--- config.mk ---
export PLATFORM = sky130hd
export DESIGN_NAME = residual_merge_stream_flat
export DESIGN_NICKNAME = d
export VERILOG_FILES = /design/src/rtl/residual_merge_stream_if.sv /design/src/rtl/residual_merge_stream.sv /design/src/flat_wrapper.sv
export SDC_FILE = /design/constraint.sdc
export NUM_CORES = 2
export LEC_CHECK = 0
export BUFFER_PORTS_ARGS = -buffer_cell sky130_fd_sc_hd__clkbuf_2
export CORE_MARGIN = 8
export CORE_UTILIZATION = 45
export CTS_BUF_LIST = sky130_fd_sc_hd__clkbuf_8
export CTS_CLUSTER_SIZE = 24
export DETAILED_ROUTE_END_ITERATION = 7
export SETUP_SLACK_MARGIN = 0.2
export SYNTH_ARGS = -nofsm -noshare
export SYNTH_HDL_FRONTEND = slang
export SYNTH_SLANG_ARGS = --single-unit
--- constraint.sdc ---
create_clock -name clk -period 7.7 [get_ports clk]
set_clock_uncertainty 0.05 [all_clocks]
set_input_delay 0.385 -clock clk [delete_from_list [all_inputs] [get_ports clk]]
set_output_delay 0.385 -clock clk [all_outputs]
set_load 0.02 [all_outputs]
--- src/rtl/residual_merge_stream_if.sv ---
// ============================================================================
// Module      : residual_merge_stream_if
// Description : Bundles the control, skip, conv and result streams of the
//               residual merge stage. The slave modport is the design's view.
//               The master modport is the view of the block that drives it.
//               Optional macro RESBLOCK_SAT_STATS_EN adds the sat_count signal.
// Revision    : 1.0 - initial release
// ============================================================================
`default_nettype none

interface residual_merge_stream_if #(
   parameter int DATA_WIDTH = 16,
   parameter int LANES      = 4,
`ifdef RESBLOCK_SAT_STATS_EN
   parameter int CNT_WIDTH  = 16,
`endif
   parameter int SKIP_DEPTH = 64
);
   localparam int BUS_W = LANES * DATA_WIDTH;
   localparam int LVL_W = $clog2(SKIP_DEPTH) + 1;

   logic             start;
   logic [1:0]       cfg_act;
   logic             cfg_sat;
   logic             skip_valid;
   logic             skip_ready;
   logic [BUS_W-1:0] skip_data;
   logic             res_valid;
   logic             res_ready;
   logic [BUS_W-1:0] res_data;
   logic             out_valid;
   logic             out_ready;
   logic [BUS_W-1:0] out_data;
   logic             busy;
   logic             done;
   logic [LVL_W-1:0] skip_level;
`ifdef RESBLOCK_SAT_STATS_EN
   logic [CNT_WIDTH-1:0] sat_count;
`endif

   modport slave (
      input  start, cfg_act, cfg_sat, skip_valid, skip_data,
             res_valid, res_data, out_ready,
`ifdef RESBLOCK_SAT_STATS_EN
      output sat_count,
`endif
      output skip_ready, res_ready, out_valid, out_data, busy, done, skip_level
   );

   modport master (
      output start, cfg_act, cfg_sat, skip_valid, skip_data,
             res_valid, res_data, out_ready,
`ifdef RESBLOCK_SAT_STATS_EN
      input  sat_count,
`endif
      input  skip_ready, res_ready, out_valid, out_data, busy, done, skip_level
   );
endinterface

`default_nettype wire

--- src/rtl/residual_merge_stream.sv ---
// ============================================================================
// Module      : residual_merge_stream
// Description : Residual block tail stage. Skip beats are buffered in a FIFO
//               and each conv beat pops one of them. The conv beat goes through
//               the end activation and is added to its skip beat. The sum is
//               clamped or wrapped, then registered onto a valid/ready output.
//               Optional macro RESBLOCK_SAT_STATS_EN adds a clamped-lane counter.
//               That counter is driven on bus.sat_count.
// Revision    : 1.0 - initial release
// ============================================================================
`default_nettype none

module residual_merge_stream #(
   parameter int DATA_WIDTH  = 16,
   parameter int LANES       = 4,
   parameter int SKIP_DEPTH  = 64,
   parameter int TOTAL_BEATS = 128,
   parameter int CNT_WIDTH   = 16,
   parameter int LEAKY_SHIFT = 3
) (
   input wire logic              clk,
   input wire logic              rst,
   residual_merge_stream_if.slave bus
);
   localparam int ADDR_W = $clog2(SKIP_DEPTH);
   localparam int LVL_W  = ADDR_W + 1;
   localparam int BUS_W  = LANES * DATA_WIDTH;
   localparam logic [LVL_W-1:0]      FULL_LVL  = LVL_W'(SKIP_DEPTH);
   localparam logic [CNT_WIDTH-1:0]  BEATS     = CNT_WIDTH'(TOTAL_BEATS);
   localparam logic [CNT_WIDTH-1:0]  LAST_BEAT = CNT_WIDTH'(TOTAL_BEATS - 1);
   localparam logic [DATA_WIDTH-1:0] MAX_VAL   = {1'b0, {(DATA_WIDTH-1){1'b1}}};
   localparam logic [DATA_WIDTH-1:0] MIN_VAL   = {1'b1, {(DATA_WIDTH-1){1'b0}}};

   typedef enum logic [1:0] {
      S_IDLE  = 2'd0,
      S_RUN   = 2'd1,
      S_DRAIN = 2'd2,
      S_DONE  = 2'd3
   } state_t;

   state_t               state;
   logic [1:0]           act_q;
   logic                 sat_q;
   logic [CNT_WIDTH-1:0] skip_cnt;
   logic [CNT_WIDTH-1:0] res_cnt;
   logic                 busy_q;
   logic                 done_q;

   logic [BUS_W-1:0]     fifo_mem [SKIP_DEPTH];
   logic [ADDR_W-1:0]    wr_ptr;
   logic [ADDR_W-1:0]    rd_ptr;
   logic [LVL_W-1:0]     level;

   logic                 out_valid_q;
   logic [BUS_W-1:0]     out_data_q;

   logic                 skip_ready_w;
   logic                 res_ready_w;
   logic                 push;
   logic                 pop;
   logic                 out_fire;
   logic [BUS_W-1:0]     skip_head;
   logic [BUS_W-1:0]     sum_bus;
`ifdef RESBLOCK_SAT_STATS_EN
   logic [LANES-1:0]     clamp;
`endif

   // A full FIFO refuses pushes even when it pops in the same cycle.
   // There is no skip-to-conv bypass, so an empty FIFO always stalls conv beats.
   assign skip_ready_w = (state == S_RUN) && (level != FULL_LVL) && (skip_cnt < BEATS);
   assign res_ready_w  = (state == S_RUN) && (level != '0) && (!out_valid_q || bus.out_ready);
   assign push         = bus.skip_valid && skip_ready_w;
   assign pop          = bus.res_valid && res_ready_w;
   assign out_fire     = out_valid_q && bus.out_ready;
   assign skip_head    = fifo_mem[rd_ptr];

   assign bus.skip_ready = skip_ready_w;
   assign bus.res_ready  = res_ready_w;
   assign bus.out_valid  = out_valid_q;
   assign bus.out_data   = out_data_q;
   assign bus.busy       = busy_q;
   assign bus.done       = done_q;
   assign bus.skip_level = level;

   // Per-lane activation, residual add and optional clamp.
   for (genvar l = 0; l < LANES; l++) begin : g_lane
      logic signed [DATA_WIDTH-1:0] res_e;
      logic signed [DATA_WIDTH-1:0] skip_e;
      logic signed [DATA_WIDTH-1:0] act_e;
      logic        [DATA_WIDTH:0]   sum_e;
      logic                         ovf;

      assign res_e  = bus.res_data[l*DATA_WIDTH +: DATA_WIDTH];
      assign skip_e = skip_head[l*DATA_WIDTH +: DATA_WIDTH];

      // Activation select: codes 0 and 3 both pass the conv value through.
      always_comb begin
         act_e = res_e;
         if (res_e[DATA_WIDTH-1]) begin
            if (act_q == 2'd1)      act_e = '0;
            else if (act_q == 2'd2) act_e = res_e >>> LEAKY_SHIFT;
         end
      end

      assign sum_e = {act_e[DATA_WIDTH-1], act_e} + {skip_e[DATA_WIDTH-1], skip_e};
      // Overflow shows as disagreement between the two top bits of the sum.
      assign ovf   = sat_q && (sum_e[DATA_WIDTH] != sum_e[DATA_WIDTH-1]);
      assign sum_bus[l*DATA_WIDTH +: DATA_WIDTH] =
         ovf ? (sum_e[DATA_WIDTH] ? MIN_VAL : MAX_VAL) : sum_e[DATA_WIDTH-1:0];
`ifdef RESBLOCK_SAT_STATS_EN
      assign clamp[l] = ovf;
`endif
   end

   // Transaction state, latched config and beat counters; busy/done registered.
   always_ff @(posedge clk) begin
      if (!rst) begin
         state    <= S_IDLE;
         act_q    <= 2'd0;
         sat_q    <= 1'b0;
         skip_cnt <= '0;
         res_cnt  <= '0;
         busy_q   <= 1'b0;
         done_q   <= 1'b0;
      end else begin
         if (push) skip_cnt <= skip_cnt + CNT_WIDTH'(1);
         if (pop)  res_cnt  <= res_cnt + CNT_WIDTH'(1);
         case (state)
            S_IDLE: begin
               if (bus.start) begin
                  act_q    <= bus.cfg_act;
                  sat_q    <= bus.cfg_sat;
                  skip_cnt <= '0;
                  res_cnt  <= '0;
                  busy_q   <= 1'b1;
                  state    <= S_RUN;
               end
            end
            S_RUN: begin
               if (pop && (res_cnt == LAST_BEAT)) state <= S_DRAIN;
            end
            S_DRAIN: begin
               // The result register holds only the last beat here.
               if (out_fire) begin
                  busy_q <= 1'b0;
                  done_q <= 1'b1;
                  state  <= S_DONE;
               end
            end
            S_DONE: begin
               done_q <= 1'b0;
               state  <= S_IDLE;
            end
            default: state <= S_IDLE;
         endcase
      end
   end

   // FIFO pointers and registered occupancy.
   always_ff @(posedge clk) begin
      if (!rst) begin
         wr_ptr <= '0;
         rd_ptr <= '0;
         level  <= '0;
      end else begin
         if (push) wr_ptr <= wr_ptr + ADDR_W'(1);
         if (pop)  rd_ptr <= rd_ptr + ADDR_W'(1);
         case ({push, pop})
            2'b10:   level <= level + LVL_W'(1);
            2'b01:   level <= level - LVL_W'(1);
            default: level <= level;
         endcase
      end
   end

   // FIFO storage; contents need no reset because the pointers define validity.
   always_ff @(posedge clk) begin
      if (push) fifo_mem[wr_ptr] <= bus.skip_data;
   end

   // Single-entry output register: load on conv handshake, hold while stalled.
   always_ff @(posedge clk) begin
      if (!rst) begin
         out_valid_q <= 1'b0;
         out_data_q  <= '0;
      end else if (pop) begin
         out_valid_q <= 1'b1;
         out_data_q  <= sum_bus;
      end else if (bus.out_ready) begin
         out_valid_q <= 1'b0;
      end
   end

`ifdef RESBLOCK_SAT_STATS_EN
   logic [CNT_WIDTH-1:0] sat_cnt;
   logic [CNT_WIDTH:0]   sat_sum;

   // Running count plus the lanes clamped on this beat, with a carry-out bit.
   always_comb begin
      sat_sum = {1'b0, sat_cnt};
      for (int i = 0; i < LANES; i++) begin
         sat_sum = sat_sum + {{CNT_WIDTH{1'b0}}, clamp[i]};
      end
   end

   // Clamped-lane counter: cleared on start, saturating, held after done.
   always_ff @(posedge clk) begin
      if (!rst) begin
         sat_cnt <= '0;
      end else if ((state == S_IDLE) && bus.start) begin
         sat_cnt <= '0;
      end else if (pop) begin
         sat_cnt <= sat_sum[CNT_WIDTH] ? '1 : sat_sum[CNT_WIDTH-1:0];
      end
   end

   assign bus.sat_count = sat_cnt;
`endif

endmodule

`default_nettype wire

--- src/flat_wrapper.sv ---
// flat-port wrapper written by rule: the top's interface ports become plain ports
module residual_merge_stream_flat 
#(
   parameter int DATA_WIDTH  = 16,
   parameter int LANES       = 4,
   parameter int SKIP_DEPTH  = 64,
   parameter int TOTAL_BEATS = 128,
   parameter int CNT_WIDTH   = 16,
   parameter int LEAKY_SHIFT = 3
)
  (clk, rst, bus_start, bus_cfg_act, bus_cfg_sat, bus_skip_valid, bus_skip_data, bus_res_valid, bus_res_data, bus_out_ready, bus_skip_ready, bus_res_ready, bus_out_valid, bus_out_data, bus_busy, bus_done, bus_skip_level);
  residual_merge_stream_if #(.DATA_WIDTH(DATA_WIDTH), .LANES(LANES), .SKIP_DEPTH(SKIP_DEPTH)) bus_i ();
  input wire logic clk;
  input wire logic rst;
  input wire logic [$bits(bus_i.start)-1:0] bus_start;
  input wire logic [$bits(bus_i.cfg_act)-1:0] bus_cfg_act;
  input wire logic [$bits(bus_i.cfg_sat)-1:0] bus_cfg_sat;
  input wire logic [$bits(bus_i.skip_valid)-1:0] bus_skip_valid;
  input wire logic [$bits(bus_i.skip_data)-1:0] bus_skip_data;
  input wire logic [$bits(bus_i.res_valid)-1:0] bus_res_valid;
  input wire logic [$bits(bus_i.res_data)-1:0] bus_res_data;
  input wire logic [$bits(bus_i.out_ready)-1:0] bus_out_ready;
  output wire logic [$bits(bus_i.skip_ready)-1:0] bus_skip_ready;
  output wire logic [$bits(bus_i.res_ready)-1:0] bus_res_ready;
  output wire logic [$bits(bus_i.out_valid)-1:0] bus_out_valid;
  output wire logic [$bits(bus_i.out_data)-1:0] bus_out_data;
  output wire logic [$bits(bus_i.busy)-1:0] bus_busy;
  output wire logic [$bits(bus_i.done)-1:0] bus_done;
  output wire logic [$bits(bus_i.skip_level)-1:0] bus_skip_level;
  assign bus_i.start = bus_start;
  assign bus_i.cfg_act = bus_cfg_act;
  assign bus_i.cfg_sat = bus_cfg_sat;
  assign bus_i.skip_valid = bus_skip_valid;
  assign bus_i.skip_data = bus_skip_data;
  assign bus_i.res_valid = bus_res_valid;
  assign bus_i.res_data = bus_res_data;
  assign bus_i.out_ready = bus_out_ready;
  assign bus_skip_ready = bus_i.skip_ready;
  assign bus_res_ready = bus_i.res_ready;
  assign bus_out_valid = bus_i.out_valid;
  assign bus_out_data = bus_i.out_data;
  assign bus_busy = bus_i.busy;
  assign bus_done = bus_i.done;
  assign bus_skip_level = bus_i.skip_level;
  residual_merge_stream #(.DATA_WIDTH(DATA_WIDTH), .LANES(LANES), .SKIP_DEPTH(SKIP_DEPTH), .TOTAL_BEATS(TOTAL_BEATS), .CNT_WIDTH(CNT_WIDTH), .LEAKY_SHIFT(LEAKY_SHIFT)) u_core (.clk(clk), .rst(rst), .bus(bus_i));
endmodule
==> summary.txt <==
Run status
  • Outcome: finished, final reports clean

Global route
  • First-pass GRT wire length: 673100 um
  • Met3 global-route usage: 4.757%
  • GR Layer Usage met1: about a third
  • Initial antenna violation count: 26
  • Number of global-route vias before repair: 83870
  • Grt total ovfl: 0
  • Largest net degree at the start of global routing: 99
  • Gr busiest metal: met2
  • Total Routing Usage GR: 25.16%
  • M2 GR Usage: between 40% and 50%

Logic synthesis
  • Top-area cell type share of the netlist area: 74.77%
  • Post-synthesis cell count: 7073
  • Synth Register Bits: 4225
  • Sequential share of the synthesized area: roughly three quarters
  • Synth unique cells: 67
  • Ranking of synthesized cells by area: edfxtp_1, mux4_2, dfxtp_1, ha_1, clkbuf_1
  • Post-synth top flop: edfxtp_1
  • Net count after synthesis: roughly 7300
  • Ys async rst share: 0%
  • Mapped Area: 164500 sq um
  • Post-synth top area cell: edfxtp_1
  • Post-synth EDFFs: 4096
  • Synth Warn #: 0
  • Synthesized area per cell: 23.26 sq um

Layout
  • Design Area, Final: approximately 190000 sq um
  • Final Non-Filler Cells: ~13000
  • Commonest cells after routing, fill and taps aside: edfxtp_1, mux4_2, clkbuf_8
  • Nets: 8165
  • Layout cells sized above 1: 32.48%
  • Util after Layout: 51.25%
  • Most common cell after layout, fill and taps aside: edfxtp_1
  • Layout area overhead: 13.63%

Timing
  • Final min period: 6.622 ns
  • Max Clk Rate: around 150 MHz
  • Relative max-transition margin: roughly an eighth
  • TNS Setup: 0 ns
  • Setup violations, final: 0
  • Unrepaired setup endpoints after global routing: false
  • Final worst setup slack: 1.078 ns
  • Hold Slack: 0.1034 ns
  • Final period utilization: 86.00%
  • Final hold vios: 0
  • Least-Margin Pin Slew: 1.322 ns
  • Max Slew Vio Count: 0

Clocking
  • CTS tree: yes
  • Cts bufs inserted: 668
  • Htree depth: 6
  • Clock sink count: 4225
  • Root Buffer: clkbuf_8
  • Clk_lat worst skew: 1.22 ns
  • Clock tree buffer depth: 4
  • CTS clk-pin slew, worst paths: 0.07 ns

Drt
  • Routed via count: around 84000
  • Vias per cell: 6.278
  • DRC: 0
  • Final ANT Viol Nets: 0
  • DR iter-0 viols: 10950
  • Wirelength, routed: between 400000 and 500000 um
  • DR WL/cell: 37.01 um
  • DRT Pass-1 Iters: 6

Critical path
  • Worst reg2reg endpoint: u_core.bus.out_data[55]
  • R2R depth: 15
  • Crit. End Element: register
  • CP Class: register to register
  • Critical path required time: about 8.8 ns
  • Critical path peak fanout: 24
  • Worst reg-to-reg setup slack: 1.08 ns
  • Critical Path AT: slightly below 8 ns
  • Crit path top cell by count: mux4_2
  • CP max stage delay: 0.87 ns
  • Critical-path cell list: buf_12 -> buf_4 -> mux4_2 -> mux4_2 -> mux4_2 -> ha_1 -> nand3_1 -> o2111ai_1 -> a31oi_1 -> o31ai_1 -> nand2_1 -> mux2i_2 -> nand4_1 -> o211ai_1 -> dlygate4sd3_1
  • Startpoint types: register
  • Slowest CP cell: dfxtp_4

Run
  • Max-Cap Viols: 0

Worst hold path
  • Min-Delay Startpoint: bus_res_data[1]
  • Worst hold path endpoint: u_core.bus.out_data[1]
  • Hold Crit Class: input pin to register
  • Hold path cells: 5

Placed design
  • Port Buffer Count: 212
  • Routability-driven placement congestion ratio: between 0.8 and 0.9
  • Place WS: 1.548 ns
  • Placed Instance Area: ~170000 sq um
  • # placed instances: 11990
  • Post-DP HPWL: 263100 um

Die
  • # rows: ~220
  • Die area: 385200 sq um
  • DIE WIDTH: 620.6 um
  • Die Ht: 620.6 um
  • Core area: 364700 sq um
  • Ports: about 210
  • Initial core utilization: 45.11%

Pwr
  • Max VDD drop: 0.1969 mV
  • Pwr dens: between 200 and 300 nW/um^2
  • Total chip power: ~47 mW
  • Leak: 57.32 nW
worst max path at each step:
stage	from	to	slack, ns
5_1_grt	register	u_core.bus.out_data[13]	0.65
4_1_cts	register	u_core.bus.out_data[13]	1.07
2_1_floorplan	u_core.bus.skip_level[0]	u_core.fifo_mem[19][0]	2.32
3_3_place_gp	register	u_core.bus.out_data[56]	1.61
6_report	register	u_core.bus.out_data[55]	1.08
3_5_place_dp	register	u_core.bus.out_data[58]	1.55
layer usage:
layer / wire [um] / part of all wire (%)
met5: 78 / 0.016
met4: 21220 / 4.3
met3: 42650 / 8.7
met2: 240400 / 49
met1: 188300 / 38
worst max-delay path, delay by kind of cell, from the launching register on:
family,cells,cell delay (ns)
multiplexers,4,2.40
buffers and inverters,3,1.14
AO/OA/AOI/OAI,4,1.13
flip-flops,1,0.87
AND/OR/NAND/NOR,3,0.47
adder cells (fa/ha/maj),1,0.41
cell type report:
class / instances / area [sq um]
clock inverter: 513 / 2764
timing repair buffer: 573 / 5205
sequential: 4225 / 125600
multi-input combinational: 2444 / 37730
fill: 28300 / 177800
antenna: 23 / 57.56
clock buffer: 683 / 9400
tap: 4816 / 6026
inverter: 33 / 126.4
sequential cells by signal, indices dropped and copies added (netlist names), named ones only:
name and count:
u_core.bus.busy 1, u_core.res_cnt 16, u_core.bus.skip_level 7, u_core.act_q 2
u_core.bus.out_data 64, u_core.bus.done 1, u_core.skip_cnt 16, u_core.fifo_mem 4096
u_core.state 2, u_core.wr_ptr 6, u_core.bus.out_valid 1, u_core.sat_q 1
u_core.rd_ptr 6
power by group:
| part | internal, mW | switching (mW) |
|---|---|---|
| Combinational | 1.41 | 2.13 |
| Sequential | 25.4 | 0.167 |
| Clock | 8.68 | 8.97 |
Yosys cell counts (all sizes together) (22+ instances only):
cell	number
nand3	29
o221a	22
nor3	23
edfxtp	4096
o22ai	24
a21oi	116
xnor2	32
mux4	1344
xor2	39
dfxtp	129
o21ai	133
nand2	119
inv	32
nor2b	63
nor2	165
buf	137
clkbuf	234
ha	78
nand2b	28
kinds of logic after synthesis:
kind of cell,Yosys count,share of synthesized area [%]
muxes,1348,18.45
DFF,4225,76.34
AOI/OAI and AO/OA,422,1.628
buffers and inverters,404,1.025
xor gates and xnor gates,71,0.3780
adders and majority gates,83,0.6541
and+or+nand+nor,520,1.529
repair_timing:
action / CTS / global route
hold endpoints to repair: 364 / 0
hold buffers: 97 / 0
setup buffers: 0 / 0
resized for setup: 0 / 0
(Power assumes the default switching activity.)
